===== src/rtl/axil_pkg.sv =====
`default_nettype none
// ---------------------------------------------------------------------------
// axil_pkg : shared types and defaults for the AXI-Lite write arbiter
// Rev 1.0
// ---------------------------------------------------------------------------
package axil_pkg;

  typedef enum logic [1:0] {
    ARB_RR    = 2'd0,
    ARB_WRR   = 2'd1,
    ARB_FIXED = 2'd2
  } arb_mode_t;

  typedef enum logic [0:0] {
    IDLE = 1'b0,
    ACKN = 1'b1
  } arb_state_t;

  localparam int c_NUM_MASTER_DEFAULT = 4;
  localparam int c_WEIGHT_W_DEFAULT   = 4;

endpackage
`default_nettype wire


===== src/rtl/axil_rr_pick.sv =====
`default_nettype none
// ---------------------------------------------------------------------------
// axil_rr_pick : combinational rotating-priority picker, search starts at start_idx
// Rev 1.0
// ---------------------------------------------------------------------------
module axil_rr_pick
  import axil_pkg::*;
#(
  parameter int N = c_NUM_MASTER_DEFAULT,
  localparam int IW = $clog2(N)
) (
  input  logic [N-1:0]  req,
  input  logic [IW-1:0] start_idx,
  output logic [N-1:0]  onehot,
  output logic [IW-1:0] idx,
  output logic          found
);

  logic [IW:0] w_cand;

  // One extra bit keeps start_idx + k < 2N representable for non-power-of-two N.
  always_comb begin
    onehot = '0;
    idx    = '0;
    found  = 1'b0;
    w_cand = '0;
    for (int k = 0; k < N; k++) begin
      w_cand = {1'b0, start_idx} + (IW+1)'(k);
      if (w_cand >= (IW+1)'(N)) begin
        w_cand = w_cand - (IW+1)'(N);
      end
      if (!found && req[w_cand[IW-1:0]]) begin
        found                  = 1'b1;
        idx                    = w_cand[IW-1:0];
        onehot[w_cand[IW-1:0]] = 1'b1;
      end
    end
  end

endmodule
`default_nettype wire


===== src/rtl/axil_arbiter_wrr_wr.sv =====
`default_nettype none
// ---------------------------------------------------------------------------
// axil_arbiter_wrr_wr : AXI-Lite write arbiter (RR / WRR / fixed) with B watchdog
// Rev 1.0
// ---------------------------------------------------------------------------
module axil_arbiter_wrr_wr
  import axil_pkg::*;
#(
  parameter int        NUM_MASTER     = c_NUM_MASTER_DEFAULT,
  parameter arb_mode_t ARB_MODE       = ARB_WRR,
  parameter int        WEIGHT_W       = c_WEIGHT_W_DEFAULT,
  parameter int        TIMEOUT_CYCLES = 1024,
  localparam int       IW             = $clog2(NUM_MASTER)
) (
  input  logic                           aclk,
  input  logic                           areset,
  input  logic [NUM_MASTER-1:0]          request_wr,
  input  logic [NUM_MASTER*WEIGHT_W-1:0] weight,
  input  logic                           s_axil_bvalid,
  input  logic [NUM_MASTER-1:0]          m_axil_bready,
  output logic [NUM_MASTER-1:0]          grant_wr,
  output logic [IW-1:0]                  grant_idx,
  output logic                           grant_valid,
  output logic                           timeout_pulse,
  output logic [IW-1:0]                  timeout_idx
);

  arb_state_t          r_state;
  logic [IW-1:0]       r_last_idx;
  logic [WEIGHT_W-1:0] r_credit;

  logic [IW:0]           w_next_wide;
  logic [IW-1:0]         w_start;
  logic [NUM_MASTER-1:0] w_pick_oh;
  logic [IW-1:0]         w_pick_idx;
  logic                  w_pick_found;
  logic                  w_hold;
  logic [NUM_MASTER-1:0] w_win_oh;
  logic [IW-1:0]         w_win_idx;
  logic                  w_win_any;
  logic [WEIGHT_W-1:0]   w_weight_sel;
  logic [WEIGHT_W-1:0]   w_credit_load;
  logic                  w_handshake;
  logic                  w_expire;

  assign w_next_wide = {1'b0, r_last_idx} + (IW+1)'(1);
  assign w_start     = (ARB_MODE == ARB_FIXED)                  ? '0 :
                       (w_next_wide >= (IW+1)'(NUM_MASTER))     ? '0 :
                                                                  w_next_wide[IW-1:0];

  axil_rr_pick #(
    .N (NUM_MASTER)
  ) u_pick (
    .req       (request_wr),
    .start_idx (w_start),
    .onehot    (w_pick_oh),
    .idx       (w_pick_idx),
    .found     (w_pick_found)
  );

  // WRR: the previous holder keeps the bus while it still has quota left.
  assign w_hold        = (ARB_MODE == ARB_WRR) && request_wr[r_last_idx] && (r_credit != '0);
  assign w_win_oh      = w_hold ? (NUM_MASTER'(1) << r_last_idx) : w_pick_oh;
  assign w_win_idx     = w_hold ? r_last_idx : w_pick_idx;
  assign w_win_any     = w_hold || w_pick_found;
  assign w_weight_sel  = weight[w_pick_idx*WEIGHT_W +: WEIGHT_W];
  assign w_credit_load = (w_weight_sel == '0) ? '0 : w_weight_sel - WEIGHT_W'(1);
  assign w_handshake   = s_axil_bvalid && m_axil_bready[grant_idx];
  assign grant_valid   = |grant_wr;

  generate
    if (TIMEOUT_CYCLES > 0) begin : g_watchdog
      localparam int WD_W = $clog2(TIMEOUT_CYCLES + 1);
      logic [WD_W-1:0] r_wd_cnt;

      always_ff @(posedge aclk or posedge areset) begin
        if (areset) begin
          r_wd_cnt <= '0;
        end else if (r_state == IDLE) begin
          r_wd_cnt <= '0;
        end else begin
          r_wd_cnt <= r_wd_cnt + WD_W'(1);
        end
      end

      assign w_expire = (r_state == ACKN) && (r_wd_cnt == WD_W'(TIMEOUT_CYCLES - 1));
    end else begin : g_no_watchdog
      assign w_expire = 1'b0;
    end
  endgenerate

  always_ff @(posedge aclk or posedge areset) begin
    if (areset) begin
      r_state       <= IDLE;
      r_last_idx    <= IW'(NUM_MASTER - 1);
      r_credit      <= '0;
      grant_wr      <= '0;
      grant_idx     <= '0;
      timeout_pulse <= 1'b0;
      timeout_idx   <= '0;
    end else begin
      timeout_pulse <= 1'b0;
      case (r_state)
        IDLE: begin
          if (w_win_any) begin
            grant_wr   <= w_win_oh;
            grant_idx  <= w_win_idx;
            r_last_idx <= w_win_idx;
            r_state    <= ACKN;
            if (ARB_MODE == ARB_WRR) begin
              // w_hold implies credit > 0, so the decrement cannot wrap.
              r_credit <= w_hold ? r_credit - WEIGHT_W'(1) : w_credit_load;
            end
          end
        end
        ACKN: begin
          if (w_handshake) begin
            grant_wr  <= '0;
            grant_idx <= '0;
            r_state   <= IDLE;
          end else if (w_expire) begin
            grant_wr      <= '0;
            grant_idx     <= '0;
            timeout_pulse <= 1'b1;
            timeout_idx   <= grant_idx;
            r_credit      <= '0;
            r_state       <= IDLE;
          end
        end
        default: r_state <= IDLE;
      endcase
    end
  end

endmodule
`default_nettype wire


===== config.mk =====
export PLATFORM = sky130hd
export DESIGN_NAME = axil_arbiter_wrr_wr
export DESIGN_NICKNAME = d
export VERILOG_FILES = /design/src/rtl/axil_pkg.sv /design/src/rtl/axil_rr_pick.sv /design/src/rtl/axil_arbiter_wrr_wr.sv
export SDC_FILE = /design/constraint.sdc
export NUM_CORES = 1
export LEC_CHECK = 0
export ABC_AREA = 0
export BUFFER_PORTS_ARGS = -buffer_cell sky130_fd_sc_hd__buf_4
export CORE_MARGIN = 1.5
export CORE_UTILIZATION = 56
export DETAILED_ROUTE_END_ITERATION = 7
export GPL_TIMING_DRIVEN = 0
export PLACE_DENSITY = 0.87
export SLEW_MARGIN = 20
export SYNTH_ARGS = -nofsm -noshare
export SYNTH_HDL_FRONTEND = slang
export SYNTH_HIERARCHICAL = 1
export SYNTH_SLANG_ARGS = --single-unit
export TNS_END_PERCENT = 5

===== constraint.sdc =====
create_clock -name aclk -period 5.04 [get_ports aclk]
set_input_delay 1.26 -clock aclk [delete_from_list [all_inputs] [get_ports aclk]]
set_output_delay 1.26 -clock aclk [all_outputs]
set_load 0.02 [all_outputs]

==> results of run 1 <==
worst register-to-register path, cell delays in order (launching register included):
cell and delay, ns:
dfstp_2 0.60, inv_1 0.09, ha_1 0.46, inv_1 0.15, ha_1 0.39, mux4_2 0.33
buf_6 0.16, and2b_2 0.26, o21ai_0 0.10, o31ai_1 0.11, buf_6 0.18, mux4_2 0.51
inv_1 0.15, ha_1 0.19, inv_1 0.05, or3_1 0.42, nand4_1 0.12, nand4_1 0.08
metal layers:
layer,up-vias,track usage [%]
met4,0,7.45
met3,5,1.94
met1,838,27.2
met5,-,0
li1,834,-
met2,43,43.9
registers in the layout (all words and copies together) (netlist names):
register / flops
r_state: 1
r_credit: 4
r_last_idx: 2
g_watchdog.r_wd_cnt: 11
grant_idx: 2
grant_wr: 4
timeout_pulse: 1
timeout_idx: 2
power breakdown:
part | internal, mW | switching [mW] | total [mW] | leakage [nW]
Clock | 0.0582 | 0.0746 | 0.133 | 0.0261
Combinational | 0.644 | 0.719 | 1.36 | 0.737
Sequential | 0.285 | 0.0662 | 0.351 | 0.351
Total | 0.987 | 0.859 | 1.85 | 1.11
per-stage QoR:
step           cells  utilization, %  area (sq um)  power [mW]
2_1_floorplan    199               -          2100        1.43
3_3_place_gp     283            66.9          2430        1.65
3_5_place_dp     283            66.9          2430        1.70
4_1_cts          287            68.3          2480        1.85
5_1_grt          287            68.3          2480        2.01
6_report         287            68.3          2480        1.85
how the worst max path moves through the flow:
stage                              from  cells past startpoint          end  slack [ns]
final                     r_last_idx[0]                     17  r_credit[0]        0.58
after global routing      r_last_idx[0]                     15  r_credit[0]        0.32
after CTS                 r_last_idx[0]                     17  r_credit[0]        0.59
after detailed placement  r_last_idx[0]                     17  r_credit[0]        0.61
after global placement    r_last_idx[0]                     17  r_credit[0]        0.72
after floorplan           r_last_idx[0]                     17  r_credit[0]        1.03
cells in the final DEF (no fill, tap or decap), drive strengths merged, types with 2 or more instances in the layout:
master,instances
a21oi,4
nor3,3
inv,15
mux2,7
or4,2
o21ba,2
xor2,4
mux4,9
nor4,3
nand2b,2
and2,2
nand2,10
o21ai,10
nor3b,2
dfrtp,25
nand3,2
ha,14
nor2b,3
xnor2,2
nand4,7
clkbuf,5
a22oi,9
mux2i,11
a22o,2
buf,41
or3,4
dfstp,2
nor2,15
o211ai,6
o2bb2ai,5
kinds of logic after synthesis:
group | Yosys count
adders and majority gates | 14
and+or+nand+nor | 60
xor gates and xnor gates | 6
buffers and inverters | 21
AOI/OAI and AO/OA | 44
muxes | 27
DFF | 27
final cells by class:
| class | count | area [sq um] | area share (%) |
|---|---|---|---|
| multi-input combinational | 151 | 1310 | 52.9 |
| sequential | 27 | 678 | 27.3 |
| timing repair buffer | 36 | 270 | 10.9 |
| tap | 48 | 60.1 | 2.42 |
| buffer | 7 | 57.6 | 2.32 |
| inverter | 14 | 52.6 | 2.12 |
| clock buffer | 3 | 41.3 | 1.66 |
| clock inverter | 1 | 8.76 | 0.353 |
==> flow_metrics.py, run 1 <==
metrics = {
    "global_route": {
        "grt_remaining_overflow": 0,
        "grt_max_degree": 28,
        "antenna_found_initial": 0,
        "grt_pass1_wl_um": 7690,
        "grt.total_usage_pct": 23.1,
        "grt_pass1_vias": 1772,
    },
    "logic_synthesis": {
        "synth-edff-count": 0,
        "synthFlopType": "dfrtp_1",
        "syn_avg_cell_area_sq_um": 10.6,
        "synth_xor_area_share_pct": 2.50,
        "synth_top_family_by_area": "multiplexers",
        "yosys.area_share.simple_pct": 16.7,
        "synthCells": 199,
        "synth_seq_area_share_pct": 32.3,
        "synthAdderAreaFrac_pct": 8.34,
        "synth.most_common_cell": "dfrtp_1",
        "ys_ff_latch": 27,
        "ys_top_cells_by_count": "25 x dfrtp_1, 14 x ha_1, 14 x inv_1, 14 x nor2_1, 11 x mux2i_1",
        "yosysWarnings": 6,
        "synthMuxAreaShare_pct": 19.0,
        "synth_nets": 240,
        "syn_area_sq_um": 2100,
        "synthDistinctLibCells": 46,
        "synth_top_area_cell": "dfrtp_1",
        "synth-compound-area-share_pct": 15.9,
        "synth.top_cell.area_share_pct": 29.8,
        "synth-async-reset-ratio_pct": 100,
        "synth_area_leaders": "dfrtp_1 30%, ha_1 8.3%, mux4_2 7.5%",
    },
    "clock_tree": {
        "postCtsSetupBuffers": 0,
        "clock-sinks": 27,
        "cts_max_level": 1,
        "cts_buffers": 3,
        "path_clk_slew_ns": 0.10,
        "holdBufCountCts": 0,
        "clk_latency_ns": 0.28,
        "root_buffer": "clkbuf_8",
        "ctsResizeCount": 0,
        "cts_buffer_depth": 2,
        "tritoncts": "done",
    },
    "critical_path": {
        "rrSetupSlack_ns": 0.58,
        "cp_max_fo": 10,
        "reg2reg_depth": 17,
        "max_stage_delay_ns": 0.60,
        "path_cells": "inv_1 > ha_1 > inv_1 > ha_1 > mux4_2 > buf_6 > and2b_2 > o21ai_0 > o31ai_1 > buf_6 > mux4_2 > inv_1 > ha_1 > inv_1 > or3_1 > nand4_1 > nand4_1",
        "r2r_start": "r_last_idx[0]",
        "path_common_cell": "inv_1",
        "cp_data_arrival_time_ns": 4.62,
        "cp-start-kind": "flip-flop",
        "crit_slowest_cell": "dfstp_2",
        "cp_num_buf_inv": 6,
        "crit_path_end_kind": "flip-flop",
        "rr_endpoint": "r_credit[0]",
        "crit_family": "adder cells",
        "path_class": "reg -> reg",
        "crit_required_ns": 5.20,
    },
    "timing": {
        "hold_violations": 0,
        "tightestPinTransition_ns": 0.555,
        "fin_worst_skew_ns": 0.00423,
        "setup_tns_ns": 0,
        "fin_crit_sh_pct": 88.4,
        "layout_min_cycle_time_ns": 4.46,
        "fmaxAchievable_ghz": 0.224,
        "rsz0062_at_grt": "false",
        "setup_ws_ns": 0.584,
        "whs_ns": 0.483,
        "relSlewSlack_pct": 62.9,
        "slew_violations": 0,
        "finalSetupViolCount": 0,
    },
    "detailed_routing": {
        "vias_per_cell": 5.99,
        "met1_length_um": 1830,
        "num_vias": 1720,
        "drtIter0Drc": 101,
        "routedWlPerCell_um": 14.9,
        "route.met2.wl_um": 2290,
        "drc": 0,
        "final_antenna_net_count": 0,
        "wl_um": 4290,
        "firstDrtPassIters": 4,
        "routed.top_layer": "met4",
        "met3_length_um": 121,
    },
    "place": {
        "gp_congestion": 0.862,
        "post-place-ws_ns": 0.608,
        "port_buffers": 36,
        "hpwl_um": 3390,
    },
    "layout": {
        "syn_to_final_growth_pct": 18.1,
        "fin_nets": 281,
        "diodes": 0,
        "post_route_cells_drive_above_1_share_pct": 28.9,
        "fillers": 299,
    },
    "floorplanning": {
        "die_w_um": 64.2,
        "start_util_pct": 57.8,
        "dieArea_sq_um": 4130,
        "core_sq_um": 3630,
        "placementRows": 22,
        "num_io_pins": 37,
        "die_y_um": 64.2,
    },
    "power": {
        "power_leakage_nw": 1.11,
        "peakVddDrop_mv": 0.619,
        "p_per_area_nw_per_um2": 745,
    },
    "status": {
        "status": "completed",
    },
    "min_path": {
        "hp-start": "g_watchdog.r_wd_cnt[0]",
        "hp-class": "reg -> reg",
        "worstHoldEndpoint": "g_watchdog.r_wd_cnt[0]",
        "hold_path_depth": 1,
    },
    "flow_run": {
        "drv_cap": 0,
    },
}
Power figures use the tool's default switching activity.
==> run 2, diff against run 1 <==
Settings changed: BUFFER_PORTS_ARGS -buffer_cell sky130_fd_sc_hd__buf_4 to -buffer_cell sky130_fd_sc_hd__buf_2.
==> flow_metrics.py, run 2 (synthesis results as in run 1) <==
metrics = {
    "place": {
        "gp_congestion": 0.812,
        "hpwl_um": 3370,
        "port_buffers": 36,
        "placedCellCount": 283,
    },
    "timing": {
        "fin_worst_skew_ns": 0.00448,
        "finalSetupViolCount": 0,
        "relSlewSlack_pct": 35.3,
        "rsz0062_at_grt": "false",
        "layout_min_cycle_time_ns": 4.49,
        "tightestPinTransition_ns": 0.965,
        "hold_violations": 0,
        "slew_violations": 0,
        "fin_crit_sh_pct": 89.1,
        "fmaxAchievable_ghz": 0.223,
        "setup_tns_ns": 0,
    },
    "global_route": {
        "grt_max_degree": 28,
        "antenna_found_initial": 0,
        "grt.total_usage_pct": 22.6,
        "grt_pass1_wl_um": 7360,
        "grt_pass1_vias": 1686,
        "grt_remaining_overflow": 0,
    },
    "status": {
        "status": "completed",
    },
    "critical_path": {
        "crit_family": "adder cells",
        "cp_max_fo": 10,
        "path_class": "reg -> reg",
        "cp_data_arrival_time_ns": 4.64,
        "crit_slowest_cell": "dfstp_2",
        "r2r_start": "r_last_idx[0]",
        "rr_endpoint": "r_credit[0]",
        "crit_path_end": "r_credit[0]",
        "cp.depth": 17,
        "rrSetupSlack_ns": 0.55,
        "cp-start-kind": "flip-flop",
        "crit_path_end_kind": "flip-flop",
        "cp_num_buf_inv": 6,
        "crit_required_ns": 5.19,
        "path_common_cell": "inv_1",
        "path_cells": "inv_1 > ha_1 > inv_1 > ha_1 > mux4_2 > buf_6 > and2b_2 > o21ai_0 > o31ai_1 > buf_6 > mux4_2 > inv_1 > ha_1 > inv_1 > or3_1 > nand4_1 > nand4_1",
        "max_stage_delay_ns": 0.60,
        "reg2reg_depth": 17,
        "cp-startpoint": "r_last_idx[0]",
    },
    "layout": {
        "largest_register_ffs": 11,
        "final_cell_count_no_fill": 287,
        "final_cell_mix": "37 x buf_2, 25 x dfrtp_1, 14 x nor2_1, 14 x ha_1, 13 x inv_1",
        "syn_to_final_growth_pct": 13.8,
        "top_register": "g_watchdog.r_wd_cnt",
        "reg_top3": "g_watchdog.r_wd_cnt (11), grant_wr (4), r_credit (4)",
        "post_route_cells_drive_above_1_share_pct": 28.5,
        "diodes": 0,
        "fin_nets": 281,
        "final_common_cell": "buf_2",
    },
    "clock_tree": {
        "path_clk_slew_ns": 0.10,
        "root_buffer": "clkbuf_8",
        "ctsResizeCount": 0,
        "holdBufCountCts": 0,
        "cts_max_level": 1,
        "clock-sinks": 27,
        "clk_latency_ns": 0.28,
        "cts_buffer_depth": 2,
        "postCtsSetupBuffers": 0,
        "cts_buffers": 3,
        "tritoncts": "done",
    },
    "detailed_routing": {
        "routedWlPerCell_um": 15.1,
        "wl_um": 4330,
        "num_vias": 1692,
        "drc": 0,
        "vias_per_cell": 5.90,
        "final_antenna_net_count": 0,
        "drtIter0Drc": 69,
        "firstDrtPassIters": 4,
    },
    "power": {
        "peakVddDrop_mv": 0.513,
        "p_per_area_nw_per_um2": 760,
        "power_leakage_nw": 1.08,
    },
    "floorplanning": {
        "num_io_pins": 37,
        "placementRows": 22,
        "die_w_um": 64.2,
        "die_y_um": 64.2,
        "dieArea_sq_um": 4130,
        "core_sq_um": 3630,
        "start_util_pct": 57.8,
    },
    "flow_run": {
        "drv_cap": 0,
    },
    "min_path": {
        "hp-class": "reg -> reg",
    },
}
## run 2: cell types whose count changed in the layout (fill, tap and decap cells not counted)
cell / delta
buf_2: +36
inv_2: -1
clkinv_1: +1
inv_6: -1
buf_4: -36
clkinvlp_4: +1
## run 2: where the power goes
part / internal, mW / switching (mW) / total, mW
logic: 0.622 / 0.710 / 1.33
registers: 0.285 / 0.0647 / 0.350
clock network: 0.0564 / 0.0755 / 0.132
## run 2: layout make-up
cell class                      instances  area, sq um
Multi-Input combinational cell        151         1310
Fill cell                             308         1240
Sequential cell                        27          678
Timing Repair Buffer                   36          180
Tap cell                               48         60.1
Buffer                                  7         57.6
Inverter                               14         52.6
Clock buffer                            3         41.3
Clock inverter                          1         7.51
## run 2: worst min path at each step
stage | depth (start not counted) | to | slack (ns) | startpoint
5_1_grt | 1 | timeout_idx[0] | 0.50 | timeout_idx[0]
3_5_place_dp | 1 | g_watchdog.r_wd_cnt[0] | 0.46 | g_watchdog.r_wd_cnt[0]
4_1_cts | 1 | g_watchdog.r_wd_cnt[0] | 0.48 | g_watchdog.r_wd_cnt[0]
3_3_place_gp | 1 | g_watchdog.r_wd_cnt[0] | 0.45 | g_watchdog.r_wd_cnt[0]
6_report | 1 | g_watchdog.r_wd_cnt[0] | 0.47 | g_watchdog.r_wd_cnt[0]
2_1_floorplan | 1 | g_watchdog.r_wd_cnt[0] | 0.44 | g_watchdog.r_wd_cnt[0]
## run 2: through the flow
step / hold slack (ns) / util [%] / setup WS (ns) / power [mW] / cell area (sq um)
3_3_place_gp: 0.451 / 64.4 / 0.751 / 1.63 / 2340
6_report: 0.475 / 65.7 / 0.549 / 1.81 / 2390
3_5_place_dp: 0.461 / 64.4 / 0.627 / 1.68 / 2340
4_1_cts: 0.478 / 65.7 / 0.560 / 1.81 / 2390
2_1_floorplan: 0.437 / - / 1.03 / 1.43 / 2100
5_1_grt: 0.505 / 65.7 / 0.303 / 1.98 / 2390
## run 2: per-layer routing
| layer | vias up | track usage [%] | wire (um) | share of wire, % |
|---|---|---|---|---|
| met5 | - | 0 | 0 | 0 |
| li1 | 831 | - | - | - |
| met2 | 43 | 40.8 | 2240 | 52 |
| met3 | 11 | 3.17 | 159 | 3.7 |
| met4 | 0 | 9.31 | 107 | 2.5 |
| met1 | 807 | 26.8 | 1830 | 42 |
